## src/rtl/axis_fifo_alternate.sv

```systemverilog
// axis_fifo_alternate
// Single-clock AXI4-Stream FIFO with first-word-fall-through output.
// The slave side has no back-pressure: beats offered while the FIFO is full
// (and no pop happens in the same cycle) are silently dropped.
// Each entry stores {tlast, tkeep, tdata}; sideband bits are carried verbatim.

module axis_fifo_alternate #(
    parameter int data_bits   = 8,
    parameter int mem_depth   = 16,
    parameter int tkeep_width = data_bits / 8
) (
    input  logic                   axis_clk,
    input  logic                   axis_resetn,
    input  logic [data_bits-1:0]   s_axis_tdata,
    input  logic [tkeep_width-1:0] s_axis_tkeep,
    input  logic                   s_axis_tlast,
    input  logic                   s_axis_tvalid,
    output logic [data_bits-1:0]   m_axis_tdata,
    output logic [tkeep_width-1:0] m_axis_tkeep,
    output logic                   m_axis_tlast,
    output logic                   m_axis_tvalid,
    input  logic                   m_axis_tready
);

    localparam int addr_bits  = $clog2(mem_depth);
    localparam int entry_bits = 1 + tkeep_width + data_bits;
    localparam logic [addr_bits:0] ptr_one = (addr_bits + 1)'(1);

    // Storage is never reset; only the pointers define what is valid.
    logic [entry_bits-1:0] mem [mem_depth];

    // Pointers carry one extra wrap bit so full and empty are distinguishable.
    logic [addr_bits:0] wr_ptr;
    logic [addr_bits:0] rd_ptr;

    logic                  empty;
    logic                  full;
    logic                  pop;
    logic                  push;
    logic [entry_bits-1:0] wr_entry;
    logic [entry_bits-1:0] head_entry;

    assign empty = (wr_ptr == rd_ptr);
    assign full  = (wr_ptr[addr_bits-1:0] == rd_ptr[addr_bits-1:0]) &&
                   (wr_ptr[addr_bits] != rd_ptr[addr_bits]);

    // A pop frees a slot in the same cycle, so a full FIFO still accepts a beat.
    assign pop  = !empty && m_axis_tready;
    assign push = s_axis_tvalid && (!full || pop);

    assign wr_entry   = {s_axis_tlast, s_axis_tkeep, s_axis_tdata};
    assign head_entry = mem[rd_ptr[addr_bits-1:0]];

    // Pointer update; reset empties the FIFO immediately.
    always_ff @(posedge axis_clk or negedge axis_resetn) begin
        if (!axis_resetn) begin
            wr_ptr <= '0;
            rd_ptr <= '0;
        end else begin
            if (push) begin
                wr_ptr <= wr_ptr + ptr_one;
            end
            if (pop) begin
                rd_ptr <= rd_ptr + ptr_one;
            end
        end
    end

    // Memory write; gated by reset so nothing lands while reset is held.
    always_ff @(posedge axis_clk) begin
        if (push && axis_resetn) begin
            mem[wr_ptr[addr_bits-1:0]] <= wr_entry;
        end
    end

    // Head-of-FIFO view, forced to zero while empty.
    always_comb begin
        m_axis_tvalid = !empty;
        m_axis_tdata  = '0;
        m_axis_tkeep  = '0;
        m_axis_tlast  = 1'b0;
        if (!empty) begin
            m_axis_tdata = head_entry[data_bits-1:0];
            m_axis_tkeep = head_entry[data_bits +: tkeep_width];
            m_axis_tlast = head_entry[entry_bits-1];
        end
    end

endmodule

```

## config.mk

```make
export PLATFORM = sky130hd
export DESIGN_NAME = axis_fifo_alternate
export DESIGN_NICKNAME = d
export VERILOG_FILES = /design/src/rtl/axis_fifo_alternate.sv
export SDC_FILE = /design/constraint.sdc
export NUM_CORES = 1
export LEC_CHECK = 0
export CORE_MARGIN = 2
export CORE_UTILIZATION = 63
export CTS_CLUSTER_SIZE = 20
export DETAILED_ROUTE_END_ITERATION = 8
export DONT_BUFFER_PORTS = 1
export HOLD_SLACK_MARGIN = 0.06
export PLACE_DENSITY = 0.77
export SETUP_SLACK_MARGIN = 0.5
export SLEW_MARGIN = 10
export SYNTH_ARGS = -nofsm -noshare
export SYNTH_HDL_FRONTEND = slang
export SYNTH_SLANG_ARGS = --single-unit
```

## constraint.sdc

```tcl
create_clock -name axis_clk -period 2.7 [get_ports axis_clk]
set_clock_uncertainty 0.2 [all_clocks]
set_input_delay 0.54 -clock axis_clk [delete_from_list [all_inputs] [get_ports axis_clk]]
set_output_delay 0.54 -clock axis_clk [all_outputs]
set_load 0.02 [all_outputs]
```

-- After elaboration in Yosys (flattened, before gate mapping)
Memory sizes are Yosys's and may differ from the RTL's.
Index checks and enable logic that the tools add are counted.
- logic and storage cells: 20
- input port bits: 14
- memories: 1
- register bits: 10
- bits in writable memories: 160
- output and inout bits: 11
- memories (name ; depth ; bits a word ; read ports ; clocked after memory_dff ; wr ports ; line ; RTL):
    mem ; 16 ; 10 ; 1 ; 0 ; 1 ; 30 ; logic [entry_bits-1:0] mem [mem_depth];
- $add $sub $neg: 2
- multiplexer cells: 5
- equality and inequality tests: 3
- reductions and logical operators: 7
- operators by type and width (operator ; count):
    $add 5x1->5 const B ; 2
    $mux 8 ; 1
    $eq 5x5->1 ; 1
    $eq 4x4->1 ; 1
    $logic_and 1x1->1 ; 4
    $mux 1 ; 4
    $logic_not 1->1 ; 2
    $logic_or 1x1->1 ; 1
    $ne 1x1->1 ; 1

-- Logic depth before layout (Yosys ltp)
- depth in word-level cells: 8
- gate-level depth with buffers: 7
- mapped depth without buffers: 4

-- Worst setup path after synthesis
Ideal clock, no wire load.
- path type: input port to flip-flop
- from: in s_axis_tvalid
- to: mem mem[0][0] (netlist bit) (enable)
- arrival time: 1874 ps
- required time: 2110 ps
- stages: 3
- library setup time: 390 ps
- path slack: 236 ps
- path buffers: 1
- path through: buf_1 > o2111ai_2 > nor3_1
- longest elaborated chain between the ends: 4
- RTL lines (item ; line ; RTL):
    from (decl) ; 17 ; input logic s_axis_tvalid,
    $logic_and 1x1->1 ; 49 ; assign push = s_axis_tvalid && (!full || pop);
    $logic_and 1x1->1 ; 71 ; if (push && axis_resetn) begin
    $mux 1 ; 71 ;
    $mux 1 (implied by the code) ; 72 ; mem[wr_ptr[addr_bits-1:0]] <= wr_entry;
    to (decl) ; 30 ;
No other way between the ends.

-- Worst setup path in the final report
- from: reg rd_ptr[0]
- to: out m_axis_tdata[6]
- longest elaborated chain between the ends: 2
- elaborated cells on any way between the ends: 3
- those cells by class: eq/ne: 1; mux: 1; memory: 1
- RTL lines (item ; line ; RTL):
    from (decl) ; 34 ; logic [addr_bits:0] rd_ptr;
    from (signal assigned) ; 64 ; rd_ptr <= rd_ptr + ptr_one;
    $mem_v2 16x10 or $eq 5x5->1 (tied branches) ; - ;
    $mux 8 (*) ; 82 ; if (!empty) begin
    to (decl) ; 18 ; output logic [data_bits-1:0] m_axis_tdata,
Mark *: on every way between the ends. The rest lies on a longest branch, timed or not.

==> flow_metrics.tcl <==
set metrics [dict create \
    status "complete, but fails checks" \
    violations "setup timing" \
    power_frac_clock_pct 24.9 \
    cts_buffer_depth 2 \
    post-dp-hpwl_um 8691 \
    cpMostUsedCell "buf_4" \
    num-nets-final 447 \
    synth.top_cell.area_share_pct 70.73 \
    avgSynthCellArea_sq_um 20.90 \
    max-vdd-ir-drop_mv 1.070 \
    arrival_ns 2.37 \
    synth_cell_types 31 \
    drc 0 \
    synth_top_area_cell "edfxtp_1" \
    crit_chain "buf_4, buf_4, buf_4, mux4_2, a22oi_2, a21oi_2, buf_4" \
    critPathLaunch "rd_ptr[0]" \
    critical_path_required_ns 1.96 \
    yosys-top-cells-area "edfxtp_1, mux4_2, dfrtp_1" \
    num_vias 3952 \
    initial_core_util_pct 65.21 \
    p_seq_share_pct 31.8 \
    synth_nets 344 \
    fin_cells 577 \
    vias_per_cell 6.849 \
    hold_path_class "primary input to asynchronous set/reset pin" \
    reg2reg_to "rd_ptr[1]" \
    cts-root-buf "clkbuf_8" \
    cap_violations 0 \
    crit_end "m_axis_tdata[6]" \
    place_congestion 0.8063 \
    cts_tree "yes" \
    die_w_um 107.8 \
    cp_top_family "buffers and inverters" \
    ys_seq_area_share_pct 74.42 \
    fin_area_sq_um 8887 \
    slowest_stage "mux4_2" \
    slew_violations 0 \
    drt_iter0_drc 517 \
    p_sw_mw 3.558 \
    first_pass_iters 5 \
    yosys_warnings 0 \
    ant_nets 0 \
    async_flop_share_pct 5.882 \
    holdWs_ns 0.2273 \
    fin_crit_ns 3.111 \
    area_delta_synth_final_pct 30.83 \
    path_depth 7 \
    crit_fanout 4 \
    post-route-period-util_pct 115.2 \
    fmax_mhz 321.4 \
    die-area_sq_um 11630 \
    syn-cell-area_sq_um 6793 \
    diodes 0 \
    p_comb_share_pct 43.4 \
    grt_pass1_vias 4026 \
    dpl_worst_slack_ns -0.03747 \
    grt_pass1_wl_um 26050 \
    drt_wl_total_um 19010 \
    io_pins 25 \
    worst-setup-path-type "flop to output port" \
    clkTransAtPathRegs_ns 0.07 \
    grt_max_degree 44 \
    place_area_sq_um 7343 \
    synthFlopType "edfxtp_1" \
    portBuffers 0 \
    die_h_um 107.8 \
    setup.worst_path.start_class "flop" \
    cp_num_buf_inv 4 \
    fin_ws_ns -0.4112 \
    synth-seq-cells 170 \
    max_stage_delay_ns 0.44 \
    leakage_nw 2.960 \
    yosys.cell_count.top_type "edfxtp_1" \
    relSlewSlack_pct 53.23 \
    cts_buffers 17 \
    end_kind "output port" \
    rrSetupSlack_ns 0.18 \
    antenna_found_initial 0 \
    intPower_mw 6.602 \
    layout-drive-gt1-share_pct 52.15 \
    setup_viol 11 \
    switching_share_pct 35.02 \
    seq_area_sq_um 5059 \
    coreArea_sq_um 10420 \
    r2r_start "rd_ptr[0]" \
    fillerInstances 382 \
    hold_violations 0 \
    p_per_area_nw_per_um2 1143 \
    r2r_cells 10 \
    rsz0062_at_grt "yes" \
    yosys-top-cells-count "edfxtp_1, mux4_2, a22oi_1" \
    utilization_pct 85.32 \
    synth-edff-count 160 \
    h-tree-depth 4 \
    multi_input_area_sq_um 1969 \
    syn_inst 325 \
    tightest_slew_ns 0.6992 \
    clk_latency_ns 0.54 \
    rows 37 \
    grt-ovfl-total 0 \
    cts_sinks 170 \
    placed_cells 486 \
    track_usage_pct 33.40 \
    wire_per_inst_um 32.95 \
]
cell families (layout without fill, tap and decap cells):
group	after synthesis	after routing	share of synthesized area (%)
adders and majority gates	5	5	0.9210
buffers and inverters	25	141	2.173
and+or+nand+nor	28	28	2.081
muxes	42	42	13.59
xor gates and xnor gates	13	13	1.787
AOI/OAI and AO/OA	42	42	5.028
DFF	170	170	74.42
cell type report:
type / count / share of cell area (%)
flip-flops and latches: 170 / 56.92
multi-input cells: 130 / 22.16
repair buffers: 105 / 12.08
clock buffers: 18 / 4.702
clock inverters: 14 / 2.055
well taps: 136 / 1.915
inverters: 4 / 0.1689
sequential cells by signal (all words and copies together), names as in the netlist:
signal	count
mem	160
rd_ptr	5
wr_ptr	5
power groups by stage:
stage               clock network (mW)  logic (mW)  registers (mW)
floorplan                            0        2.31            3.21
global route                      2.62        4.55            3.24
CTS                               2.48        3.96            3.21
detailed placement                   0        3.12            3.28
global placement                     0        3.06            3.27
finish                            2.52        4.41            3.23
metal layers:
metal  vias up  routed length (um)  GRT usage [%]
met3        67                1889          7.385
met4         0                 839          14.56
met2       302                9930          55.53
met5         -                   0              0
li1       1561                   -              -
met1      2022                6352          42.90
what timing repair did:
action / in CTS / in global routing
endpoints found under the hold margin: 177 / 2
endpoints found under the setup margin: 102 / 173
pin swaps: 16 / 10
gates cloned: 5 / 2
buffers inserted: 26 / 12
gates resized for setup: 59 / 21
hold buffers: 13 / 1
stage by stage:
| stage | TNS [ns] | total power [mW] |
|---|---|---|
| after floorplan | 0 | 5.523 |
| after global placement | 0 | 6.331 |
| after detailed placement | -0.3707 | 6.398 |
| after CTS | -3.200 | 9.650 |
| after global routing | -4.600 | 10.41 |
| final | -4.037 | 10.16 |
how the worst min path moves through the flow:
stage                end  slack [ns]  cells after the start
4_1_cts        rd_ptr[0]        0.09                      2
2_1_floorplan  rd_ptr[0]        0.04                      0
3_5_place_dp   rd_ptr[1]        0.05                      0
3_3_place_gp   rd_ptr[1]        0.05                      0
5_1_grt        rd_ptr[0]        0.24                      1
6_report       rd_ptr[0]        0.23                      1
placed cells by master (no fill, tap or decap), types with 3 or more instances in the layout:
master,n
inv_1,4
clkbuf_16,16
dfrtp_2,3
dfrtp_1,7
inv_6,5
buf_12,8
bufinv_16,3
buf_16,3
a22oi_2,19
nor2_4,10
o2111ai_4,4
nor3_4,4
a21oi_2,10
dlygate4sd3_1,14
mux4_2,40
xnor2_1,9
edfxtp_1,160
ha_1,5
buf_6,22
buf_4,57
nor2_2,4
Note: power is estimated with default switching activity, not from simulation.
